===== config.mk =====
export PLATFORM = sky130hd
export DESIGN_NAME = funcion_programable
export DESIGN_NICKNAME = d
export VERILOG_FILES = /design/src/rtl/funcion_programable.sv
export SDC_FILE = /design/constraint.sdc
export NUM_CORES = 1
export LEC_CHECK = 0
export ABC_AREA = 1
export ABC_CLOCK_PERIOD_IN_PS = 1100
export CAP_MARGIN = 15
export CORE_UTILIZATION = 40
export DETAILED_ROUTE_END_ITERATION = 10
export GPL_TIMING_DRIVEN = 0
export PLACE_DENSITY = 0.64
export SYNTH_ARGS = -nofsm -noshare
export SYNTH_HDL_FRONTEND = slang
export SYNTH_SLANG_ARGS = --single-unit

===== constraint.sdc =====
create_clock -name clk -period 1.1 [get_ports clk]
set_clock_uncertainty 0.1 [all_clocks]
set_input_delay 0.275 -clock clk [delete_from_list [all_inputs] [get_ports clk]]
set_output_delay 0.275 -clock clk [all_outputs]
set_load 0.02 [all_outputs]

===== src/rtl/funcion_programable.sv =====
// funcion_programable: registered N-input boolean function driven by a 2^N-entry truth
// table. The table can be reloaded serially at run time, most significant entry first.
// Defining FUNC_SWEEP_EN adds a self-sweep sequencer. It steps the select through every
// input combination and holds each value for DWELL cycles.
// Without FUNC_SWEEP_EN, sweep_start is ignored and sweep_busy is tied low.

module funcion_programable #(
  parameter int unsigned         N          = 2,
  parameter logic [(1<<N)-1:0]   TABLE_INIT = 4'b0110,
  parameter int unsigned         DWELL      = 20
) (
  input  logic         clk,
  input  logic         rst_n,
  input  logic [N-1:0] S,
  input  logic         load_en,
  input  logic         load_bit,
  input  logic         sweep_start,
  output logic         Y,
  output logic         Y_valid,
  output logic [N-1:0] idx,
  output logic         load_done,
  output logic         sweep_busy
);

  localparam int unsigned Depth   = 1 << N;
  localparam logic [N:0]  LastBit = (N+1)'(Depth - 1);

  typedef enum logic [1:0] {StIdle, StLoad, StSweep} state_e;

  state_e             stateQ, stateD;
  logic [Depth-1:0]   tblQ, tblD;
  logic [Depth-1:0]   shadowQ, shadowD;
  logic [Depth-1:0]   shiftVal;
  logic [N:0]         loadCntQ, loadCntD;
  logic               yQ, yD;
  logic               yValidQ, yValidD;
  logic [N-1:0]       idxQ, idxD;
  logic               loadDoneQ, loadDoneD;

`ifdef FUNC_SWEEP_EN
  localparam int unsigned       DwellW    = $clog2(DWELL + 1);
  localparam logic [DwellW-1:0] DwellLast = DwellW'(DWELL - 1);
  localparam logic [N-1:0]      IdxLast   = {N{1'b1}};

  logic [DwellW-1:0]  dwellQ, dwellD;
  logic [N-1:0]       idxNext;

  assign idxNext = idxQ + 1'b1;
`else
  logic unusedSweepStart;
  assign unusedSweepStart = sweep_start;
`endif

  // The first bit sent ends up in the MSB, so entry 2^N-1 is loaded first.
  assign shiftVal = {shadowQ[Depth-2:0], load_bit};

  // Next-state logic: load_en wins over sweep_start in IDLE.
  always_comb begin
    stateD = stateQ;
    case (stateQ)
      StIdle: begin
        if (load_en) begin
          stateD = StLoad;
`ifdef FUNC_SWEEP_EN
        end else if (sweep_start) begin
          stateD = StSweep;
`endif
        end
      end
      StLoad: begin
        // Either the last bit is being captured or load_en dropped early (abort).
        if (!load_en || (loadCntQ == LastBit)) begin
          stateD = StIdle;
        end
      end
`ifdef FUNC_SWEEP_EN
      StSweep: begin
        if ((dwellQ == DwellLast) && (idxQ == IdxLast)) begin
          stateD = StIdle;
        end
      end
`endif
      default: stateD = StIdle;
    endcase
  end

  // Datapath next values: table, shadow, counters and the registered outputs.
  always_comb begin
    tblD      = tblQ;
    shadowD   = shadowQ;
    loadCntD  = loadCntQ;
    yD        = yQ;
    yValidD   = yValidQ;
    idxD      = idxQ;
    loadDoneD = 1'b0;
`ifdef FUNC_SWEEP_EN
    dwellD    = dwellQ;
`endif
    case (stateQ)
      StIdle: begin
        if (load_en) begin
          // The edge that enters LOAD also captures bit 0. Y holds its value.
          shadowD  = shiftVal;
          loadCntD = {{N{1'b0}}, 1'b1};
          yValidD  = 1'b0;
`ifdef FUNC_SWEEP_EN
        end else if (sweep_start) begin
          // idx=0 and Y=T[0] are valid in the first sweep cycle.
          idxD    = '0;
          yD      = tblQ[0];
          yValidD = 1'b1;
          dwellD  = '0;
`endif
        end else begin
          idxD    = S;
          yD      = tblQ[S];
          yValidD = 1'b1;
        end
      end
      StLoad: begin
        yValidD = 1'b0;
        if (load_en) begin
          shadowD = shiftVal;
          if (loadCntQ == LastBit) begin
            tblD      = shiftVal;
            loadDoneD = 1'b1;
            loadCntD  = '0;
          end else begin
            loadCntD = loadCntQ + 1'b1;
          end
        end else begin
          // Abort: the table is untouched and the partial shadow is left to be overwritten.
          loadCntD = '0;
        end
      end
`ifdef FUNC_SWEEP_EN
      StSweep: begin
        if (dwellQ == DwellLast) begin
          dwellD = '0;
          // On the final dwell idx/Y hold. IDLE tracking starts on the following edge.
          if (idxQ != IdxLast) begin
            idxD = idxNext;
            yD   = tblQ[idxNext];
          end
        end else begin
          dwellD = dwellQ + 1'b1;
        end
      end
`endif
      default: ;
    endcase
  end

  // State register with asynchronous active-low reset.
  always_ff @(posedge clk or negedge rst_n) begin
    if (!rst_n) begin
      stateQ <= StIdle;
    end else begin
      stateQ <= stateD;
    end
  end

  // Datapath registers. Reset restores the initial table and clears everything else.
  always_ff @(posedge clk or negedge rst_n) begin
    if (!rst_n) begin
      tblQ      <= TABLE_INIT;
      shadowQ   <= '0;
      loadCntQ  <= '0;
      yQ        <= 1'b0;
      yValidQ   <= 1'b0;
      idxQ      <= '0;
      loadDoneQ <= 1'b0;
`ifdef FUNC_SWEEP_EN
      dwellQ    <= '0;
`endif
    end else begin
      tblQ      <= tblD;
      shadowQ   <= shadowD;
      loadCntQ  <= loadCntD;
      yQ        <= yD;
      yValidQ   <= yValidD;
      idxQ      <= idxD;
      loadDoneQ <= loadDoneD;
`ifdef FUNC_SWEEP_EN
      dwellQ    <= dwellD;
`endif
    end
  end

  // Output logic: registered values plus the sweep indicator decoded from the state.
  always_comb begin
    Y         = yQ;
    Y_valid   = yValidQ;
    idx       = idxQ;
    load_done = loadDoneQ;
`ifdef FUNC_SWEEP_EN
    sweep_busy = (stateQ == StSweep);
`else
    sweep_busy = 1'b0;
`endif
  end

endmodule


==> impl_metrics.json, run 1 <==
{
  "status": "complete, but fails checks",
  "failed_checks": "negative hold slack, negative setup slack",
  "viasPerCell": 4.57,
  "layout_min_cycle_time_ns": 1.20,
  "grt_antenna_before_repair": 0,
  "num_vias": 498,
  "post-dp-hpwl_um": 783,
  "clockBufferDepth": 2,
  "rr_worst_depth": 6,
  "io_buffers": 10,
  "startpoint": "Y",
  "max-vdd-ir-drop_v": 0.000865,
  "fill_cells": 144,
  "die_y_um": 42.9,
  "crit_buf_inv": 1,
  "worst_pin_slew_ns": 0.695,
  "cap_viol_max_count": 0,
  "initial_core_util_pct": 43.5,
  "synthAdderAreaFrac_pct": 1.87,
  "synthSimpleGateAreaFrac_pct": 17.7,
  "clock_sinks": 16,
  "dp_slack_ns": -0.433,
  "grt_max_degree": 17,
  "hold_class": "in2async",
  "routed_wl_mm": 1.16,
  "diodes": 0,
  "place_area_sq_um": 808,
  "ys_seq_elements": 16,
  "intPower_uw": 1030,
  "critical_path_class": "reg2out",
  "setup_viol": 11,
  "htree_levels": 1,
  "max_stage_delay_ns": 0.40,
  "period_share_pct": 109,
  "syn_nets": 82,
  "synthMuxAreaShare_pct": 0,
  "drtIter0Drc": 5,
  "hold_ws_ns": -0.0912,
  "cts_hold_buffers": 0,
  "clk_pin_slew_worst_paths_ns": 0.09,
  "ys_types": 16,
  "p_leak_uw": 0.000462,
  "cts_tree": "done",
  "synth_top_family_by_area": "simple AND/OR/NAND/NOR gates",
  "nets": 102,
  "switching_share_pct": 29.2,
  "syn_inst": 74,
  "place_congestion": 0.801,
  "core_area_sq_mm": 0.00154,
  "clkPwrFrac_pct": 22.0,
  "max_freq_ghz": 0.834,
  "design_area_sq_um": 910,
  "rrSetupSlack_ns": -0.1,
  "grt_first_pass_wirelength_mm": 1.87,
  "switchingPower_uw": 425,
  "antenna_left": 0,
  "grt_usage_pct": 13.9,
  "synth_xor_area_share_pct": 0,
  "hold_viol_final": 14,
  "yosys_warnings": 0,
  "ys_seq_area_share_pct": 60.1,
  "p_seq_share_pct": 53.2,
  "synth_area_per_cell_sq_um": 9.06,
  "power_density_mw_per_mm2": 1600,
  "avgRoutedWirePerCell_um": 10.7,
  "critPathRequiredTime_ns": 0.72,
  "grt_overflow": 0,
  "clock_latency_ns": 0.29,
  "first_global_vias": 464,
  "row_count": 14,
  "critPathArrivalTime_ns": 0.82,
  "numCtsBuffers": 3,
  "area_delta_synth_final_pct": 35.6,
  "rsz0062_at_grt": "yes",
  "worstReg2RegEnd": "tblQ[3]",
  "drive_above_1_share_pct": 32.3,
  "setup_ws_ns": -0.0992,
  "cp-end-kind": "output pin",
  "fin_setup_tns_ns": -0.824,
  "path_delay_family": "flip-flops",
  "start_kind": "register",
  "reg2reg_from": "loadCntQ[1]",
  "crit_end": "Y",
  "cp_slowest_cell": "dfrtp_1",
  "drc": 0,
  "power_uw": 1460,
  "syn-cell-area_sq_um": 671,
  "dieWidth_um": 42.9,
  "cts-root-buf": "clkbuf_4",
  "synth_compound_area_share_pct": 9.70,
  "slew_headroom_pct": 53.6,
  "io_pins": 13,
  "power_frac_comb_pct": 24.8,
  "drt_pass1_iterations": 4,
  "dieArea_sq_mm": 0.00184,
  "worstSetupPathDepth": 1,
  "crit_chain": "buf_6",
  "cp_max_fo": 2,
  "maxSlewViolCount": 0
}
[what timing repair did]
action                                  in CTS  in global routing
pin swaps                                    3                  4
buffers inserted                             1                  4
endpoints found under the setup margin      15                 14
resized for setup                           35                  8
endpoints found under the hold margin        0                 14
[cell families after synthesis]
group	after synthesis
other	1
buffers and inverters	16
adder cells (fa/ha/maj)	1
AO/OA/AOI/OAI	12
AND/OR/NAND/NOR	28
flip-flops	16
[how the worst min path moves through the flow]
stage,start,to,slack [ns],cells after the start
after floorplan,rst_n,Y,-0.12,0
after global placement,tblQ[0],tblQ[0],0.36,2
after detailed placement,tblQ[0],tblQ[0],0.36,2
after CTS,rst_n,idx[1],0.33,1
after global routing,rst_n,idx[1],-0.04,1
final,rst_n,idx[1],-0.09,1
[final cells by class]
cell class              count  area [sq um]  area share, %
flip-flops and latches     16           404           44.4
repair buffers             15           145           16.0
multi-input cells          42           246           27.1
plain buffers               2          15.0           1.65
clock buffers               4          26.3           2.89
well taps                  16          20.0           2.20
inverters                  14          52.6           5.78
[power by group through the flow]
stage / Clock, uW / Sequential, uW / Combinational [uW]
after floorplan: 0 / 801 / 164
after global placement: 0 / 780 / 294
after CTS: 330 / 776 / 319
after global routing: 352 / 788 / 409
final: 319 / 775 / 361
after detailed placement: 0 / 782 / 298
[cell usage after synthesis]
cell	count	share of area [%]
nor2_1	1	0.56
o21ai_0	9	6.7
a21boi_0	1	1.1
inv_1	12	6.7
conb_1	1	0.56
inv_2	2	1.1
nand3_1	4	3.0
nand3_2	1	1.5
dfstp_2	2	7.8
nand2_1	21	12
dfrtp_1	14	52
ha_1	1	1.9
o31ai_1	1	1.1
nor2_2	1	0.93
a21oi_1	1	0.75
buf_4	2	2.2
[metal layers]
metal	share of wire (%)	vias up	track usage, %
li1	-	267	-
met1	47	215	16.8
met2	46	11	22.4
met3	4.9	5	2.55
met4	2.2	0	9.09
met5	0	-	0
[per-stage QoR]
stage	instances	utilization, %
2_1_floorplan	74	-
3_3_place_gp	100	52.4
3_5_place_dp	100	52.4
4_1_cts	105	55.3
5_1_grt	109	59.0
6_report	109	59.0
[sequential cells by signal, summed over array words and instances, names as in the netlist]
name,count
Y,1
loadCntQ,3
shadowQ,3
idx,2
tblQ,4
load_done,1
Y_valid,1
stateQ,1
[cell usage in the layout, fill, tap and decap left out, drive strengths merged]
cell type | Yosys | layout
a21oi | 1 | 1
ha | 1 | 1
o21ai | 9 | 9
a21boi | 1 | 1
o31ai | 1 | 1
buf | 2 | 12
dlymetal6s2s | 0 | 1
dfstp | 2 | 2
nand2 | 21 | 21
conb | 1 | 1
nor2 | 2 | 2
clkdlybuf4s50 | 0 | 3
dlygate4sd2 | 0 | 1
clkbuf | 0 | 4
nand3 | 5 | 5
dfrtp | 14 | 14
inv | 14 | 14
Power figures use the tool's default switching activity.
==> run 2, diff against run 1 <==
- ABC_AREA: 1 -> unset
- CORE_MARGIN: unset -> 2
==> impl_metrics.json, run 2 <==
{
  "cts-root-buf": "clkbuf_4",
  "yosys_warnings": 0,
  "rsz0062_at_grt": "yes",
  "syn_nets": 52,
  "clock_sinks": 16,
  "placed_cells": 69,
  "antenna_left": 0,
  "first_global_vias": 448,
  "hold_viol_final": 14,
  "nets": 78,
  "grt_antenna_before_repair": 0,
  "design_area_sq_um": 950,
  "max-vdd-ir-drop_v": 0.00100,
  "numCtsBuffers": 3,
  "drtIter0Drc": 3,
  "synthArstFlopShare_pct": 100,
  "area_delta_synth_final_pct": 42.9,
  "top_register": "tblQ",
  "finalNonFillerCells": 85,
  "setup_viol": 15,
  "crit_buf_inv": 0,
  "ys_seq_elements": 16,
  "regArea_sq_um": 404,
  "final_util_pct": 62.3,
  "clock_latency_ns": 0.28,
  "io_pins": 13,
  "path_delay_family": "flip-flops",
  "crit_chain": "ha_2, nor2b_4, nand3_4, mux2_4",
  "power_density_mw_per_mm2": 1930,
  "drive_above_1_share_pct": 62.3,
  "syn_inst": 44,
  "row_count": 14,
  "critPathArrivalTime_ns": 1.45,
  "dieWidth_um": 44.8,
  "syn-cell-area_sq_um": 664,
  "setup_ws_ns": -0.275,
  "max_freq_ghz": 0.727,
  "rrSetupSlack_ns": -0.27,
  "startpoint": "loadCntQ[1]",
  "place_congestion": 0.702,
  "failed_checks": "negative hold slack, negative setup slack",
  "largest_register_ffs": 4,
  "routed_wl_mm": 1.19,
  "place_area_sq_um": 801,
  "crit_end": "tblQ[3]",
  "fill_cells": 126,
  "post-dp-hpwl_um": 750,
  "multi_input_area_sq_um": 274,
  "reg2reg_from": "loadCntQ[1]",
  "ys_types": 19,
  "synth.area.top_cells": "dfrtp_1 (53%), mux2_4 (11%), mux2_2 (8.5%)",
  "synth_most_common_cell": "dfrtp_1",
  "initial_core_util_pct": 43.6,
  "hold_class": "in2async",
  "synth_area_per_cell_sq_um": 15.1,
  "status": "complete, but fails checks",
  "dieArea_sq_mm": 0.00200,
  "top_regs": "tblQ x4, loadCntQ x3, shadowQ x3",
  "hold_ws_ns": -0.0896,
  "viasPerCell": 4.98,
  "slew_headroom_pct": 54.3,
  "rr_worst_depth": 4,
  "clockBufferDepth": 2,
  "cts_tree": "done",
  "worstReg2RegEnd": "tblQ[3]",
  "critical_path_class": "reg2reg",
  "max_stage_delay_ns": 0.36,
  "clk_pin_slew_worst_paths_ns": 0.10,
  "ys_seq_area_share_pct": 60.6,
  "p_leak_uw": 0.000471,
  "grt_max_degree": 17,
  "io_buffers": 9,
  "maxSlewViolCount": 0,
  "final_common_cell": "dfrtp_1",
  "grt_first_pass_wirelength_mm": 1.95,
  "num_vias": 423,
  "die_y_um": 44.8,
  "worstSetupPathDepth": 4,
  "worst_pin_slew_ns": 0.684,
  "grt_usage_pct": 14.1,
  "cts_hold_buffers": 0,
  "synth-edff-count": 0,
  "yosys_most_used_dff": "dfrtp_1",
  "cp_slowest_cell": "dfrtp_1",
  "layout_min_cycle_time_ns": 1.37,
  "synth_common_cells": "dfrtp_1 (14), mux2_2 (5), mux2_4 (5), nand2_1 (3)",
  "htree_levels": 1,
  "core_area_sq_mm": 0.00152,
  "cap_viol_max_count": 0,
  "drc": 0,
  "grt_overflow": 0,
  "drt_pass1_iterations": 2,
  "yosysTopAreaCell": "dfrtp_1",
  "diodes": 0,
  "final_cell_mix": "dfrtp_1 (13), buf_4 (10), buf_6 (8)",
  "cp-end-kind": "register",
  "avgRoutedWirePerCell_um": 14.0,
  "critPathRequiredTime_ns": 1.18,
  "start_kind": "register",
  "period_share_pct": 125,
  "yosysTopAreaCellShare_pct": 52.7,
  "cp_max_fo": 5
}
run 2: cell types whose count changed in the layout (fill, tap and decap cells not counted), sizes merged, moves of 2 or more:
cell,before,now
o21a,0,2
inv,14,1
mux2,0,10
buf,12,19
o21ai,9,1
nand3,5,2
nand2,21,3
run 2: stage by stage:
stage / setup TNS, ns / setup slack, ns / hold WS, ns / power (uW)
final: -2.24 / -0.275 / -0.0896 / 1830
after global routing: -2.90 / -0.337 / -0.0373 / 1930
after CTS: -2.12 / -0.270 / 0.242 / 1730
after detailed placement: -6.26 / -0.691 / 0.384 / 1290
after global placement: -6.45 / -0.674 / 0.375 / 1270
after floorplan: -1.08 / -0.219 / -0.121 / 1140
run 2: layer usage:
layer / vias up / global-route usage (%) / share of wire (%)
li1: 199 / - / -
met1: 212 / 14.9 / 39
met2: 12 / 25.2 / 55
met3: 0 / 5.20 / 5.9
met4: 0 / 5.45 / 0
met5: - / 0 / 0
run 2: report_power, final:
part,internal (uW),switching (uW)
registers,752,89.8
clock network,201,183
logic,409,194
total,1360,467
run 2: area by class of cell:
cell class | count | area share [%]
inverters | 1 | 0.395
multi-input cells | 25 | 28.9
plain buffers | 2 | 1.32
flip-flops and latches | 16 | 42.6
well taps | 16 | 2.11
repair buffers | 21 | 20.9
clock buffers | 4 | 3.82
run 2: worst min-delay path by stage:
stage	from	endpoint	slack [ns]
after CTS	load_en	loadCntQ[1]	0.24
after global placement	loadCntQ[1]	loadCntQ[1]	0.38
after global routing	rst_n	idx[1]	-0.04
after floorplan	rst_n	Y	-0.12
after detailed placement	loadCntQ[1]	loadCntQ[1]	0.38
final	rst_n	Y	-0.09
run 2: what timing repair did:
action                                 CTS  global route
endpoints found under the hold margin    0            14
setup endpoints to repair               14            18
pin swaps                                4             3
resized for setup                       29            10
buffers inserted                         6             6
run 2: cell families (layout without fill, tap and decap cells):
kind of cell             count (synthesis)  after routing  synth area share, %
AO/OA/AOI/OAI                            4              4                 4.14
adder cells (fa/ha/maj)                  1              1                 1.88
multiplexers                            11             11                 23.2
buffers and inverters                    3             28                 2.45
AND/OR/NAND/NOR                          8              8                 7.16
other                                    1              1                0.564
flip-flops                              16             16                 60.6
